<file path="src/rtl/decode_stage.sv">
// ---------------------------------------------------------------------------
// decode_stage
//
// Registered RV32I decode stage between fetch and execute. An accepted
// instruction is decoded and its register operands are captured in the same
// cycle; the decoded entry appears on out_* one cycle later. A two-entry
// skid buffer (main + skid) keeps one instruction per cycle flowing under
// back-pressure, and flush squashes every held entry.
//
// Ports:
//   clk, rst          clock, asynchronous active-high reset
//   flush             synchronous squash of all held entries
//   in_valid/in_ready fetch-side handshake; in_instr, in_pc carry the word
//   rs1_addr/rs2_addr register file read addresses (combinational)
//   rs1_data/rs2_data register file read data
//   out_valid/out_ready execute-side handshake
//   out_pc, out_class, out_funct3, out_funct7b5, out_rd_addr, out_rd_we,
//   out_imm, out_opd1, out_opd2, out_store_data  decoded entry fields
//
// Optional feature (macro DECODE_STAGE_BYPASS_EN):
//   adds wb_we, wb_rd_addr, wb_data; a write-back to rs1/rs2 in the
//   acceptance cycle overrides the register file read data.
// ---------------------------------------------------------------------------
module decode_stage #(
    parameter int OPD_LENGTH = 32,
    parameter int REG_WIDTH  = 32,
    parameter int PC_WIDTH   = 32
) (
    input  logic                  clk,
    input  logic                  rst,
    input  logic                  flush,
    input  logic                  in_valid,
    output logic                  in_ready,
    input  logic [31:0]           in_instr,
    input  logic [PC_WIDTH-1:0]   in_pc,
    output logic [4:0]            rs1_addr,
    output logic [4:0]            rs2_addr,
    input  logic [REG_WIDTH-1:0]  rs1_data,
    input  logic [REG_WIDTH-1:0]  rs2_data,
`ifdef DECODE_STAGE_BYPASS_EN
    input  logic                  wb_we,
    input  logic [4:0]            wb_rd_addr,
    input  logic [REG_WIDTH-1:0]  wb_data,
`endif
    output logic                  out_valid,
    input  logic                  out_ready,
    output logic [PC_WIDTH-1:0]   out_pc,
    output logic [3:0]            out_class,
    output logic [2:0]            out_funct3,
    output logic                  out_funct7b5,
    output logic [4:0]            out_rd_addr,
    output logic                  out_rd_we,
    output logic [OPD_LENGTH-1:0] out_imm,
    output logic [OPD_LENGTH-1:0] out_opd1,
    output logic [OPD_LENGTH-1:0] out_opd2,
    output logic [OPD_LENGTH-1:0] out_store_data
);

    localparam logic [6:0] OP_R     = 7'b0110011;
    localparam logic [6:0] OP_IMM   = 7'b0010011;
    localparam logic [6:0] OP_LOAD  = 7'b0000011;
    localparam logic [6:0] OP_STORE = 7'b0100011;
    localparam logic [6:0] OP_BR    = 7'b1100011;
    localparam logic [6:0] OP_JAL   = 7'b1101111;
    localparam logic [6:0] OP_JALR  = 7'b1100111;
    localparam logic [6:0] OP_LUI   = 7'b0110111;
    localparam logic [6:0] OP_AUIPC = 7'b0010111;

    typedef enum logic [3:0] {
        CLS_R       = 4'd0,
        CLS_I       = 4'd1,
        CLS_LOAD    = 4'd2,
        CLS_S       = 4'd3,
        CLS_B       = 4'd4,
        CLS_JAL     = 4'd5,
        CLS_JALR    = 4'd6,
        CLS_LUI     = 4'd7,
        CLS_AUIPC   = 4'd8,
        CLS_ILLEGAL = 4'd15
    } cls_e;

    typedef enum logic [1:0] {
        S_EMPTY,
        S_ONE,
        S_FULL
    } buf_state_e;

    typedef struct packed {
        logic [PC_WIDTH-1:0]   pc;
        cls_e                  cls;
        logic [2:0]            funct3;
        logic                  funct7b5;
        logic [4:0]            rd_addr;
        logic                  rd_we;
        logic [OPD_LENGTH-1:0] imm;
        logic [OPD_LENGTH-1:0] opd1;
        logic [OPD_LENGTH-1:0] opd2;
        logic [OPD_LENGTH-1:0] store_data;
    } entry_t;

    buf_state_e state_q, state_d;
    entry_t     main_q, main_d;
    entry_t     skid_q, skid_d;
    entry_t     dec;

    logic [REG_WIDTH-1:0]  rs1_val, rs2_val;
    logic [OPD_LENGTH-1:0] rs1_ext, rs2_ext, pc_ext;
    logic [31:0]           imm32;
    logic                  accept, consume;

    assign rs1_addr = in_instr[19:15];
    assign rs2_addr = in_instr[24:20];

`ifdef DECODE_STAGE_BYPASS_EN
    // A result being written back this cycle is newer than the file contents.
    assign rs1_val = (wb_we && wb_rd_addr != 5'd0 && wb_rd_addr == rs1_addr) ? wb_data : rs1_data;
    assign rs2_val = (wb_we && wb_rd_addr != 5'd0 && wb_rd_addr == rs2_addr) ? wb_data : rs2_data;
`else
    assign rs1_val = rs1_data;
    assign rs2_val = rs2_data;
`endif

    assign rs1_ext = OPD_LENGTH'(rs1_val);
    assign rs2_ext = OPD_LENGTH'(rs2_val);
    assign pc_ext  = OPD_LENGTH'(in_pc);

    // Decode of the instruction currently presented at the input.
    always_comb begin
        // NOTE: every signal written here gets a default first, so no path
        // through the case can leave it unassigned and infer a latch.
        dec          = '0;
        imm32        = '0;
        dec.pc       = in_pc;
        dec.funct3   = in_instr[14:12];
        dec.funct7b5 = in_instr[30];
        dec.rd_addr  = in_instr[11:7];
        dec.cls      = CLS_ILLEGAL;

        // Every legal opcode ends in 2'b11, so a bad low pair lands in default.
        case (in_instr[6:0])
            OP_R: begin
                dec.cls  = CLS_R;
                dec.opd1 = rs1_ext;
            end
            OP_IMM, OP_LOAD, OP_JALR: begin
                dec.cls  = (in_instr[6:0] == OP_IMM)  ? CLS_I :
                           (in_instr[6:0] == OP_LOAD) ? CLS_LOAD : CLS_JALR;
                imm32    = {{20{in_instr[31]}}, in_instr[31:20]};
                dec.opd1 = rs1_ext;
            end
            OP_STORE: begin
                dec.cls        = CLS_S;
                imm32          = {{20{in_instr[31]}}, in_instr[31:25], in_instr[11:7]};
                dec.opd1       = rs1_ext;
                dec.store_data = rs2_ext;
            end
            OP_BR: begin
                dec.cls  = CLS_B;
                imm32    = {{19{in_instr[31]}}, in_instr[31], in_instr[7],
                            in_instr[30:25], in_instr[11:8], 1'b0};
                dec.opd1 = rs1_ext;
            end
            OP_JAL: begin
                dec.cls  = CLS_JAL;
                imm32    = {{11{in_instr[31]}}, in_instr[31], in_instr[19:12],
                            in_instr[20], in_instr[30:21], 1'b0};
                dec.opd1 = pc_ext;
            end
            OP_LUI: begin
                dec.cls = CLS_LUI;
                imm32   = {in_instr[31:12], 12'b0};
            end
            OP_AUIPC: begin
                dec.cls  = CLS_AUIPC;
                imm32    = {in_instr[31:12], 12'b0};
                dec.opd1 = pc_ext;
            end
            default: dec.cls = CLS_ILLEGAL;
        endcase

        // R and ILLEGAL leave imm32 at zero, so their immediate reads as 0.
        dec.imm = OPD_LENGTH'($signed(imm32));

        if (dec.cls == CLS_R || dec.cls == CLS_B) begin
            dec.opd2 = rs2_ext;
        end else if (dec.cls != CLS_ILLEGAL) begin
            dec.opd2 = dec.imm;
        end

        dec.rd_we = (dec.cls != CLS_S) && (dec.cls != CLS_B) &&
                    (dec.cls != CLS_ILLEGAL) && (dec.rd_addr != 5'd0);
    end

    assign in_ready  = (state_q != S_FULL);
    assign out_valid = (state_q != S_EMPTY);
    assign accept    = in_valid && in_ready;
    assign consume   = out_valid && out_ready;

    // Skid buffer control: main always feeds the outputs, skid only fills
    // when a new entry arrives while main is stalled.
    always_comb begin
        state_d = state_q;
        main_d  = main_q;
        skid_d  = skid_q;
        if (flush) begin
            // Only the state clears; main keeps its data so outputs hold.
            state_d = S_EMPTY;
        end else begin
            case (state_q)
                S_EMPTY: begin
                    if (accept) begin
                        main_d  = dec;
                        state_d = S_ONE;
                    end
                end
                S_ONE: begin
                    if (accept && consume) begin
                        main_d = dec;
                    end else if (accept) begin
                        skid_d  = dec;
                        state_d = S_FULL;
                    end else if (consume) begin
                        state_d = S_EMPTY;
                    end
                end
                S_FULL: begin
                    if (consume) begin
                        main_d  = skid_q;
                        state_d = S_ONE;
                    end
                end
                default: state_d = S_EMPTY;
            endcase
        end
    end

    always_ff @(posedge clk or posedge rst) begin
        if (rst) begin
            // NOTE: the entry registers are reset too (not just the state),
            // because the data outputs must read zero straight out of reset.
            state_q <= S_EMPTY;
            main_q  <= '0;
            skid_q  <= '0;
        end else begin
            // NOTE: non-blocking assignments keep every flop sampling the
            // pre-edge values, independent of statement order.
            state_q <= state_d;
            main_q  <= main_d;
            skid_q  <= skid_d;
        end
    end

    assign out_pc         = main_q.pc;
    assign out_class      = main_q.cls;
    assign out_funct3     = main_q.funct3;
    assign out_funct7b5   = main_q.funct7b5;
    assign out_rd_addr    = main_q.rd_addr;
    assign out_rd_we      = main_q.rd_we;
    assign out_imm        = main_q.imm;
    assign out_opd1       = main_q.opd1;
    assign out_opd2       = main_q.opd2;
    assign out_store_data = main_q.store_data;

endmodule

</file>
<file path="config.mk">
export PLATFORM = sky130hd
export DESIGN_NAME = decode_stage
export DESIGN_NICKNAME = d
export VERILOG_FILES = /design/src/rtl/decode_stage.sv
export SDC_FILE = /design/constraint.sdc
export NUM_CORES = 1
export LEC_CHECK = 0
export ABC_AREA = 1
export CAP_MARGIN = 0
export CORE_UTILIZATION = 35
export DETAILED_ROUTE_END_ITERATION = 16
export HOLD_SLACK_MARGIN = 0.08
export SLEW_MARGIN = 20
export SYNTH_ARGS = -nofsm -noshare
export SYNTH_HDL_FRONTEND = slang
export SYNTH_SLANG_ARGS = --single-unit
</file>
<file path="constraint.sdc">
create_clock -name clk -period 11.3 [get_ports clk]
set_clock_uncertainty 0.05 [all_clocks]
set_input_delay 2.26 -clock clk [delete_from_list [all_inputs] [get_ports clk]]
set_output_delay 2.26 -clock clk [all_outputs]
set_load 0.01 [all_outputs]
</file>
==> qor.yml <==
worst_setup_path:
  startpoint_type: "input pin"
  crit_path_start: "in_instr[23]"
  worstPathMaxFanout: 4
  r2r_setup_slack_ns: 7.92
  max_stage_delay_ns: 0.66
  slowest_stage: "clkdlybuf4s50_1"
  critPathKind: "in -> out"
  timing.rr.start: "state_q[0]$_DFFE_PP0P_"
  worst_setup_path_end_kind: "output pin"
  worstPathArrival_ns: 3.53
  cpMostUsedCell: "clkdlybuf4s50_1"
  cp.required_ns: 8.99
  r2r-end: "out_imm[17]$_DFFE_PP0P_"
  cp_cell_sequence: "clkdlybuf4s50_1 > clkdlybuf4s50_1"
  rr_worst_depth: 9
  crit_family: "buffers and inverters"
  worst-path-buf-inv: 2
yosys:
  syn_area_per_cell_sq_um: 7.68
  async_reset_ff_frac: 1.00
  netlist-cell-type-count: 26
  yosysMostFrequentCell: "nand2_1"
  syn_area_sq_um: 16400
  synthTopCellsByArea: "dfrtp_1, nand2_1, a21oi_1, o21ai_0, nand3_1"
  ys_seq_area_frac: 0.533
  ys.flop_type: "dfrtp_1"
  yosysWarnings: 0
  synth_top_cell_by_area: "dfrtp_1"
  synth_nets: 2272
  netlist.area_leader.share: 0.533
  synth_edf_count: 0
  synthCells: 2139
  synth-seq-cells: 350
  synthTopCellsByCount: "nand2_1, dfrtp_1, nor2_1, a21oi_1, o21ai_0"
clock_tree:
  clk_pin_slew_ns: 0.06
  holdBufCountCts: 0
  clockBufferDepth: 3
  worstSkewPairLatency_ns: 0.58
  post_cts_buffers: 0
  clockRootBuffer: "clkbuf_16"
  cts_resized: 0
  h-tree-depth: 2
  clock_sinks: 350
  cts_tree: "built"
  numCtsBuffers: 42
timing:
  hold_viol: 0
  worst_slew_margin_rel: 0.244
  setup_violations: 0
  finalSetupTns_ns: 0
  max_freq_ghz: 0.171
  max_slew.worst_pin.slew_ns: 1.13
  post-route-min-period_ns: 5.84
  finalWorstSetupSlack_ns: 5.46
  grt_setup_unrepaired: "false"
  fin_crit_sh: 0.517
  drv_slew: 0
floorplanning:
  ios: 319
  die_area_sq_um: 47800
  row_count: 79
  die_x_um: 219
  core-area_sq_um: 46500
  start_util: 0.354
  chipHeight_um: 219
drt:
  drc: 0
  avgViaCountPerCell: 5.01
  wirelength_mm: 54.0
  post_drt_wl_per_cell_um: 17.9
  vias: 15100
  postRouteAntennaNets: 0
  drtIter0Drc: 1246
  drtPass1Iterations: 5
place:
  dp_hpwl_mm: 34.7
  portBuffers: 318
  routabilityCongestion: 0.859
  pre_cts_slack_ns: 5.49
power_and_ir_drop:
  peakVddDrop_uv: 109
  swShare: 0.280
  power_frac_comb: 0.188
  power_density_nw_per_um2: 173
  switchingPower_mw: 1.03
  p_clk_frac: 0.389
  internal-power_mw: 2.65
  leakage_nw: 10.8
  p_seq_frac: 0.423
  total_power_mw: 3.68
worst_hold_path:
  holdCritStartpoint: "out_class[1]$_DFFE_PP0P_"
  min_to: "out_class[1]$_DFFE_PP0P_"
  hp-class: "reg -> reg"
  hold_depth: 2
finish:
  fin_util: 0.459
  drive_gt1_frac: 0.0454
  area_growth_pct: 29.7
  num-fill-cells: 4555
  nets: 2504
global_route:
  grt_pass1_wl_mm: 84.0
  grtUsageTotal: 0.228
  overflow: 0
  antenna_found_initial: 7
  grt_pass1_vias: 14800
  grt_max_degree: 173
flow_run:
  max-cap-violations: 0
run_status:
  status: "completed"
[layout make-up]
cell class / count / area, sq um / share of cell area
multi-input combinational: 1563 / 6700 / 0.314
clock inverter: 14 / 204 / 0.00957
clock buffer: 62 / 1260 / 0.0589
tap: 607 / 759 / 0.0356
sequential: 350 / 8760 / 0.411
timing repair buffer: 331 / 3310 / 0.155
inverter: 83 / 325 / 0.0153
antenna: 4 / 10.0 / 0.000469
[placed cells by master, fill, tap and decap left out, types with 7 or more instances in the layout]
master / synthesis / layout
a21oi_1: 115 / 115
nor2_1: 137 / 136
buf_4: 14 / 11
inv_1: 74 / 73
clkbuf_1: 53 / 7
clkdlybuf4s50_1: 0 / 318
clkbuf_16: 0 / 42
dfrtp_1: 350 / 350
nand2_1: 949 / 949
o21ai_0: 115 / 115
a31oi_1: 43 / 43
clkbuf_8: 0 / 13
o21a_1: 33 / 33
nand3_1: 112 / 112
o21ai_1: 37 / 37
[how the worst max path moves through the flow]
stage                                          end  cells past startpoint
after global placement                 rs2_addr[3]                      2
after global routing                   rs2_addr[3]                      2
after detailed placement               rs2_addr[4]                      2
after floorplan           out_class[0]$_DFFE_PP0P_                      1
final                                  rs2_addr[3]                      2
after CTS                              rs2_addr[4]                      2
[power groups by stage]
stage	clock network [mW]	logic [mW]	registers, mW
finish	1.43	0.693	1.56
global route	1.52	0.768	1.58
CTS	1.47	0.702	1.56
detailed placement	0	0.697	1.58
global placement	0	0.684	1.57
floorplan	0	0.292	1.60
[stage by stage]
stage / hold WS [ns] / instance area, sq um / std cells
floorplan: 0.399 / 16400 / 2139
global placement: 0.410 / 19900 / 2934
detailed placement: 0.415 / 19900 / 2934
CTS: 0.431 / 21300 / 3010
global route: 0.444 / 21300 / 3011
finish: 0.427 / 21300 / 3014
[logic make-up after synthesis]
| logic type | after synthesis | share of synthesized area |
|---|---|---|
| buffers and inverters | 226 | 0.0613 |
| flip-flops | 350 | 0.533 |
| AO/OA/AOI/OAI | 344 | 0.113 |
| AND/OR/NAND/NOR | 1219 | 0.293 |
[sequential cells by signal, indices dropped and copies added, names as in the netlist]
name / cells
skid_q: 174
out_class: 4
out_funct7b5: 1
out_opd1: 32
out_store_data: 32
out_rd_we: 1
out_rd_addr: 5
out_pc: 32
state_q: 2
out_imm: 32
out_opd2: 32
out_funct3: 3
[per-layer routing]
metal | global-route usage | up-vias | wire length, um
met1 | 0.294 | 7242 | 23200
met2 | 0.365 | 477 | 24800
met3 | 0.0537 | 105 | 3910
li1 | - | 7272 | -
met4 | 0.0972 | 6 | 2000
met5 | 0 | - | 46
Power figures use the tool's default switching activity.
